<file path="config.mk">
export PLATFORM = sky130hd
export DESIGN_NAME = seq_logic_unit
export DESIGN_NICKNAME = d
export VERILOG_FILES = /design/src/rtl/seq_logic_unit.sv
export SDC_FILE = /design/constraint.sdc
export NUM_CORES = 1
export LEC_CHECK = 0
export ABC_CLOCK_PERIOD_IN_PS = 4720
export CAP_MARGIN = 15
export CORE_MARGIN = 5
export CORE_UTILIZATION = 45
export DETAILED_ROUTE_END_ITERATION = 12
export PLACE_DENSITY_LB_ADDON = 0.08
export SETUP_SLACK_MARGIN = 0.5
export SLEW_MARGIN = 15
export SYNTH_ARGS = -nofsm -noshare
export SYNTH_HDL_FRONTEND = slang
export SYNTH_SLANG_ARGS = --single-unit
</file>
<file path="constraint.sdc">
create_clock -name clk -period 4.72 [get_ports clk]
set_input_delay 0.708 -clock clk [delete_from_list [all_inputs] [get_ports clk]]
set_output_delay 0.708 -clock clk [all_outputs]
set_load 0.1 [all_outputs]
</file>
<file path="src/rtl/seq_logic_unit.sv">
// seq_logic_unit: small sequential ALU. Single-cycle arithmetic, logic and
// shift ops complete on the accepting edge. Unsigned MUL (shift-add) and DIV
// (restoring) run one step per clock for WIDTH clocks.
//
// Ports:
//   clk        rising-edge clock
//   rst_n      asynchronous active-low reset
//   start      op request, accepted only while busy = 0
//   op[3:0]    opcode, sampled with start
//   a, b       operands (b is also the shift amount), sampled with start
//   busy       multi-cycle op in progress
//   done       one-cycle pulse: result words and flags were just updated
//   result_lo  low result word (quotient for DIV)
//   result_hi  high result word (MUL high product, DIV remainder, SHL spill)
//   flags      {z, n, c, v}
module seq_logic_unit #(
  parameter int WIDTH = 16
) (
  input  logic             clk,
  input  logic             rst_n,
  input  logic             start,
  input  logic [3:0]       op,
  input  logic [WIDTH-1:0] a,
  input  logic [WIDTH-1:0] b,
  output logic             busy,
  output logic             done,
  output logic [WIDTH-1:0] result_lo,
  output logic [WIDTH-1:0] result_hi,
  output logic [3:0]       flags
);

  localparam int M  = WIDTH - 1;
  localparam int CW = $clog2(WIDTH);
  localparam logic [CW-1:0] LAST_STEP = CW'(WIDTH - 1);

  localparam logic [0:0] S_IDLE = 1'b0;
  localparam logic [0:0] S_RUN  = 1'b1;

  localparam logic [3:0] OP_ADD = 4'h0, OP_SUB = 4'h1, OP_INC = 4'h2,
                         OP_DEC = 4'h3, OP_MUL = 4'h4, OP_DIV = 4'h5,
                         OP_SHR = 4'h6, OP_SHL = 4'h7, OP_AND = 4'h8,
                         OP_OR  = 4'h9, OP_XOR = 4'hA, OP_NOT = 4'hB,
                         OP_ASR = 4'hC;

  logic [0:0]       state;
  logic [CW-1:0]    cnt;
  logic             run_div;
  // acc_hi/acc_lo: MUL {partial product, multiplier}; DIV {remainder, dividend/quotient}
  logic [WIDTH-1:0] acc_hi, acc_lo, opnd;

  assign busy = (state == S_RUN);

  // ---------------- single-cycle datapath ----------------
  logic [WIDTH:0]         add_ext, sub_ext, inc_ext, shr_ext;
  logic signed [WIDTH:0]  asr_ext;
  logic [2*WIDTH-1:0]     shl_ext;
  logic [WIDTH-1:0]       dec_val;

  assign add_ext = {1'b0, a} + {1'b0, b};
  assign sub_ext = {1'b0, a} - {1'b0, b};
  assign inc_ext = {1'b0, b} + (WIDTH+1)'(1);
  assign dec_val = b - WIDTH'(1);
  // A guard bit below the operand catches the last bit shifted out; shifts by
  // the full b naturally saturate to 0 (or sign copies) for large amounts.
  assign shr_ext = {a, 1'b0} >> b;
  assign asr_ext = $signed({a, 1'b0}) >>> b;
  assign shl_ext = {{WIDTH{1'b0}}, a} << b;

  logic [WIDTH-1:0] sc_lo, sc_hi;
  logic             sc_c, sc_v, sc_write, go_run;

  // NOTE: every signal assigned in a combinational block gets a default first,
  // so no path leaves it unassigned and no latch is inferred.
  always_comb begin
    sc_lo    = '0;
    sc_hi    = '0;
    sc_c     = 1'b0;
    sc_v     = 1'b0;
    sc_write = 1'b1;
    go_run   = 1'b0;
    case (op)
      OP_ADD: begin
        sc_lo = add_ext[M:0];
        sc_c  = add_ext[WIDTH];
        sc_v  = (a[M] == b[M]) && (add_ext[M] != a[M]);
      end
      OP_SUB: begin
        sc_lo = sub_ext[M:0];
        sc_c  = sub_ext[WIDTH];
        sc_v  = (a[M] != b[M]) && (sub_ext[M] != a[M]);
      end
      OP_INC: begin
        sc_lo = inc_ext[M:0];
        sc_c  = inc_ext[WIDTH];
      end
      OP_DEC: begin
        sc_lo = dec_val;
        sc_c  = (b == '0);
      end
      OP_MUL: begin
        sc_write = 1'b0;
        go_run   = 1'b1;
      end
      OP_DIV: begin
        if (b == '0) begin
          sc_lo = '1;
          sc_hi = a;
          sc_v  = 1'b1;
        end else begin
          sc_write = 1'b0;
          go_run   = 1'b1;
        end
      end
      OP_SHR: begin
        sc_lo = shr_ext[WIDTH:1];
        sc_c  = shr_ext[0];
      end
      OP_SHL: begin
        sc_lo = shl_ext[M:0];
        sc_hi = shl_ext[2*WIDTH-1:WIDTH];
        sc_c  = (shl_ext[2*WIDTH-1:WIDTH] != '0);
      end
      OP_AND: sc_lo = a & b;
      OP_OR:  sc_lo = a | b;
      OP_XOR: sc_lo = a ^ b;
      OP_NOT: sc_lo = ~b;
      OP_ASR: begin
        sc_lo = asr_ext[WIDTH:1];
        sc_c  = asr_ext[0];
      end
      default: sc_write = 1'b0;  // NOP: outputs hold
    endcase
  end

  // ---------------- iterative MUL / DIV step ----------------
  logic [WIDTH:0]   mul_sum, div_shift;
  logic [WIDTH-1:0] div_diff, step_hi, step_lo;
  logic             div_ge;

  assign mul_sum   = {1'b0, acc_hi} + (acc_lo[0] ? {1'b0, opnd} : '0);
  assign div_shift = {acc_hi, acc_lo[M]};
  assign div_ge    = (div_shift >= {1'b0, opnd});
  // When div_ge holds, div_shift < 2*opnd so the difference fits in WIDTH bits.
  assign div_diff  = WIDTH'(div_shift - {1'b0, opnd});

  assign step_hi = run_div ? (div_ge ? div_diff : div_shift[M:0]) : mul_sum[WIDTH:1];
  assign step_lo = run_div ? {acc_lo[M-1:0], div_ge} : {mul_sum[0], acc_lo[M:1]};

  // NOTE: sequential state uses non-blocking assignments only, so every
  // register samples pre-edge values regardless of statement order.
  always_ff @(posedge clk or negedge rst_n) begin
    if (!rst_n) begin
      state     <= S_IDLE;
      cnt       <= '0;
      run_div   <= 1'b0;
      acc_hi    <= '0;
      acc_lo    <= '0;
      opnd      <= '0;
      done      <= 1'b0;
      result_lo <= '0;
      result_hi <= '0;
      flags     <= '0;
    end else begin
      done <= 1'b0;
      case (state)
        S_IDLE: begin
          if (start) begin
            done <= !go_run;
            if (sc_write) begin
              result_lo <= sc_lo;
              result_hi <= sc_hi;
              flags     <= {(sc_lo == '0), sc_lo[M], sc_c, sc_v};
            end
            if (go_run) begin
              state   <= S_RUN;
              cnt     <= '0;
              run_div <= (op == OP_DIV);
              opnd    <= b;
              acc_lo  <= a;
              acc_hi  <= '0;
            end
          end
        end
        S_RUN: begin
          acc_hi <= step_hi;
          acc_lo <= step_lo;
          cnt    <= cnt + CW'(1);
          if (cnt == LAST_STEP) begin
            state     <= S_IDLE;
            cnt       <= '0;
            done      <= 1'b1;
            result_lo <= step_lo;
            result_hi <= step_hi;
            flags     <= {(step_lo == '0), step_lo[M], (!run_div && step_hi != '0), 1'b0};
          end
        end
        default: state <= S_IDLE;
      endcase
    end
  end

endmodule

</file>
==> results.json <==
{
  "cp_data_required_time_ns": 5.00,
  "synth_common_cells": "nand2_1, nor2_1, a21oi_1, clkbuf_1, dfrtp_1",
  "layout_setup_ws_ns": 0.4872,
  "port_buffers": 76,
  "cp_cell_sequence": "clkdlybuf4s50_1 > or4b_2 > nor4_1 > a31oi_1 > o2111ai_1 > a2111oi_0 > a21oi_1 > o211a_1 > a21oi_1 > o21ai_1",
  "clock.fmax_mhz": 236.2,
  "cts_made_buffers": 9,
  "path_common_cell": "a21oi_1",
  "cts_root_buffer": "clkbuf_16",
  "synth-edff-count": 0,
  "start_util_pct": 45.92,
  "num_rows": 61,
  "ys_top_cells_by_area": "dfrtp_1, ha_1, nand2_1, mux4_2, a21oi_1",
  "cts_max_path_buffers": 2,
  "path_class": "in2reg",
  "grt_start_max_net_pins": 66,
  "cpPeakStageDelay_ns": 0.98,
  "synth.largest_area_cell": "dfrtp_1",
  "cellPowerDensity_nw_per_um2": 580.2,
  "place_congestion": 1.083,
  "drc": 0,
  "die_x_um": 179.1,
  "num_io_pins": 77,
  "synthCells": 1708,
  "placed_cell_area_um2": 14760,
  "insertion_delay_ns": 0.35,
  "yosys_warnings": 0,
  "async_reset_ff_share_pct": 100.0,
  "die_area_um2": 32060,
  "synthDistinctLibCells": 99,
  "power_leakage_nw": 6.256,
  "grt_setup_unrepaired": "yes",
  "antenna_found_initial": 1,
  "drt_iter0_drc": 2102,
  "postCtsHoldBufs": 0,
  "setup_violations": 0,
  "syn_area_um2": 12860,
  "critPathSlowestCell": "or4b_2",
  "maxSlewViolCount": 0,
  "skew_ns": 0.01463,
  "routed_via_density": 6.762,
  "yosys_register_bits": 90,
  "arrival_ns": 4.51,
  "vdd_drop_max_v": 0.0003609,
  "ys_seq_area_share_pct": 17.51,
  "final_layout_size_suffix_gt1_share_pct": 15.81,
  "hold_path_class": "in2async",
  "status": "finished clean",
  "first_global_vias": 13990,
  "drv_cap": 0,
  "die_y_um": 179.1,
  "min_period_ns": 4.233,
  "critical-path-top-delay-family": "simple AND/OR/NAND/NOR gates",
  "synth.most_common_cell": "nand2_1",
  "place_ws_ns": -0.2372,
  "endpoint_kind": "flop",
  "critPathBufInv": 1,
  "finalHoldViolCount": 0,
  "dr_total_vias": 14830,
  "track_usage_pct": 37.11,
  "synthToLayoutAreaGrowth_pct": 18.01,
  "nFillCells": 2721,
  "n_antenna_cell": 0,
  "startpoint_type": "input port",
  "netlist.area_leader.share_pct": 17.51,
  "clock-sinks": 90,
  "firstDrtPassIters": 6,
  "postRouteAntennaNets": 0,
  "cts-htree-levels": 3,
  "period_share_pct": 89.68,
  "path_clk_slew_ns": 0.08,
  "design.core.area_um2": 28010,
  "dp_hpwl_um": 47970,
  "tightest_slew_ns": 1.040,
  "avgSynthCellArea_um2": 7.530,
  "grt_overflow_total": 0,
  "finalNetCount": 1936,
  "synth_top_flop_cell": "dfrtp_1",
  "grt_pass1_wl_um": 89460,
  "max_slew_margin_pct": 30.39,
  "synthesis.nets": 1834,
  "drt-total-wl_um": 60380,
  "fin_area_um2": 15180,
  "worst-path-max-fanout": 15,
  "cts_tree": "done",
  "drt-wirelength-per-cell_um": 27.53
}
worst register-to-register path: stages (launching register included):
cell      delay, ns
dfrtp_1        0.40
inv_1          0.16
ha_1           0.20
inv_1          0.06
fa_1           0.41
a21oi_1        0.22
o221ai_1       0.19
a31oi_1        0.27
o21bai_1       0.10
xor2_1         0.16
a2111o_1       0.45
a221o_1        0.35
or4_1          0.41
nor4_2         0.37
o21ai_1        0.12
cells by family after synthesis:
kind of cell	synth area share [%]
DFF	17.51
and+or+nand+nor	24.93
xor gates and xnor gates	2.315
buffers and inverters	6.936
adders and majority gates	8.697
AOI/OAI and AO/OA	27.78
muxes	11.82
flip-flops by register name, indices dropped and copies added (netlist names), 4 cells and up:
name / flops
acc_lo: 16
cnt: 4
result_lo: 15
acc_hi: 16
result_hi: 16
opnd: 16
flags: 4
final timing paths:
check	start	to	slack (ns)	cells after the start
min reg2reg	result_lo[4]	result_lo[4]	0.49	1
min	rst_n	acc_hi[13]	0.35	1
max	op[2]	flags[1]	0.49	10
min in group clk	result_lo[4]	result_lo[4]	0.49	1
max in group asynchronous	rst_n	acc_lo[0]	3.30	2
max reg2reg	acc_lo[15]	flags[1]	0.73	14
per-layer routing:
layer	vias up	GRT usage (%)	share of wire, %
li1	6590	-	-
met1	7044	48.77	40
met2	982	57.26	43
met3	214	6.790	9.5
met4	0	21.07	7.2
met5	-	0	0
timing repair:
item | CTS | global route
gates resized for setup | 3 | 14
setup buffers | 0 | 1
hold endpoints to repair | 0 | 0
pin swaps | 1 | 1
gates cloned | 0 | 0
setup endpoints to repair | 1 | 4
per-stage QoR:
stage | TNS [ns] | hold WS (ns) | util [%] | instances | total power (W)
4_1_cts | 0 | 0.3856 | 53.87 | 2192 | 0.008689
6_report | 0 | 0.3466 | 54.18 | 2193 | 0.008806
3_5_place_dp | -0.2372 | 0.4782 | 52.69 | 2176 | 0.007919
5_1_grt | 0 | 0.4201 | 54.18 | 2193 | 0.009362
3_3_place_gp | -0.6392 | 0.4882 | 52.68 | 2176 | 0.007854
2_1_floorplan | 0 | 0.4124 | - | 1708 | 0.006139
power by group:
group / leakage, nW / switching (W) / internal [W] / total (W)
Clock: 0.150 / 0.000359 / 0.000378 / 0.000737
Sequential: 1.03 / 0.000396 / 0.00116 / 0.00156
Combinational: 5.08 / 0.00424 / 0.00226 / 0.00651
Total: 6.26 / 0.00500 / 0.00381 / 0.00881
final cells by class:
class	count	area, um2	area share (%)
Clock buffer	9	225.2	1.484
Multi-Input combinational cell	1391	9831	64.77
Sequential cell	90	2256	14.86
Clock inverter	7	81.33	0.5359
Inverter	90	341.6	2.251
Timing Repair Buffer	228	1969	12.98
Tap cell	378	473.0	3.116
cells in the final DEF (no fill, tap or decap), types with 53 or more instances in the layout:
master / n
o21ai_0: 84
mux2i_1: 54
nor3_1: 53
nor2_1: 143
dfrtp_1: 87
nand2_1: 193
clkdlybuf4s50_1: 70
inv_1: 85
ha_1: 82
a21oi_1: 119
buf_4: 146
No activity file was read; power rests on OpenSTA's default activity.
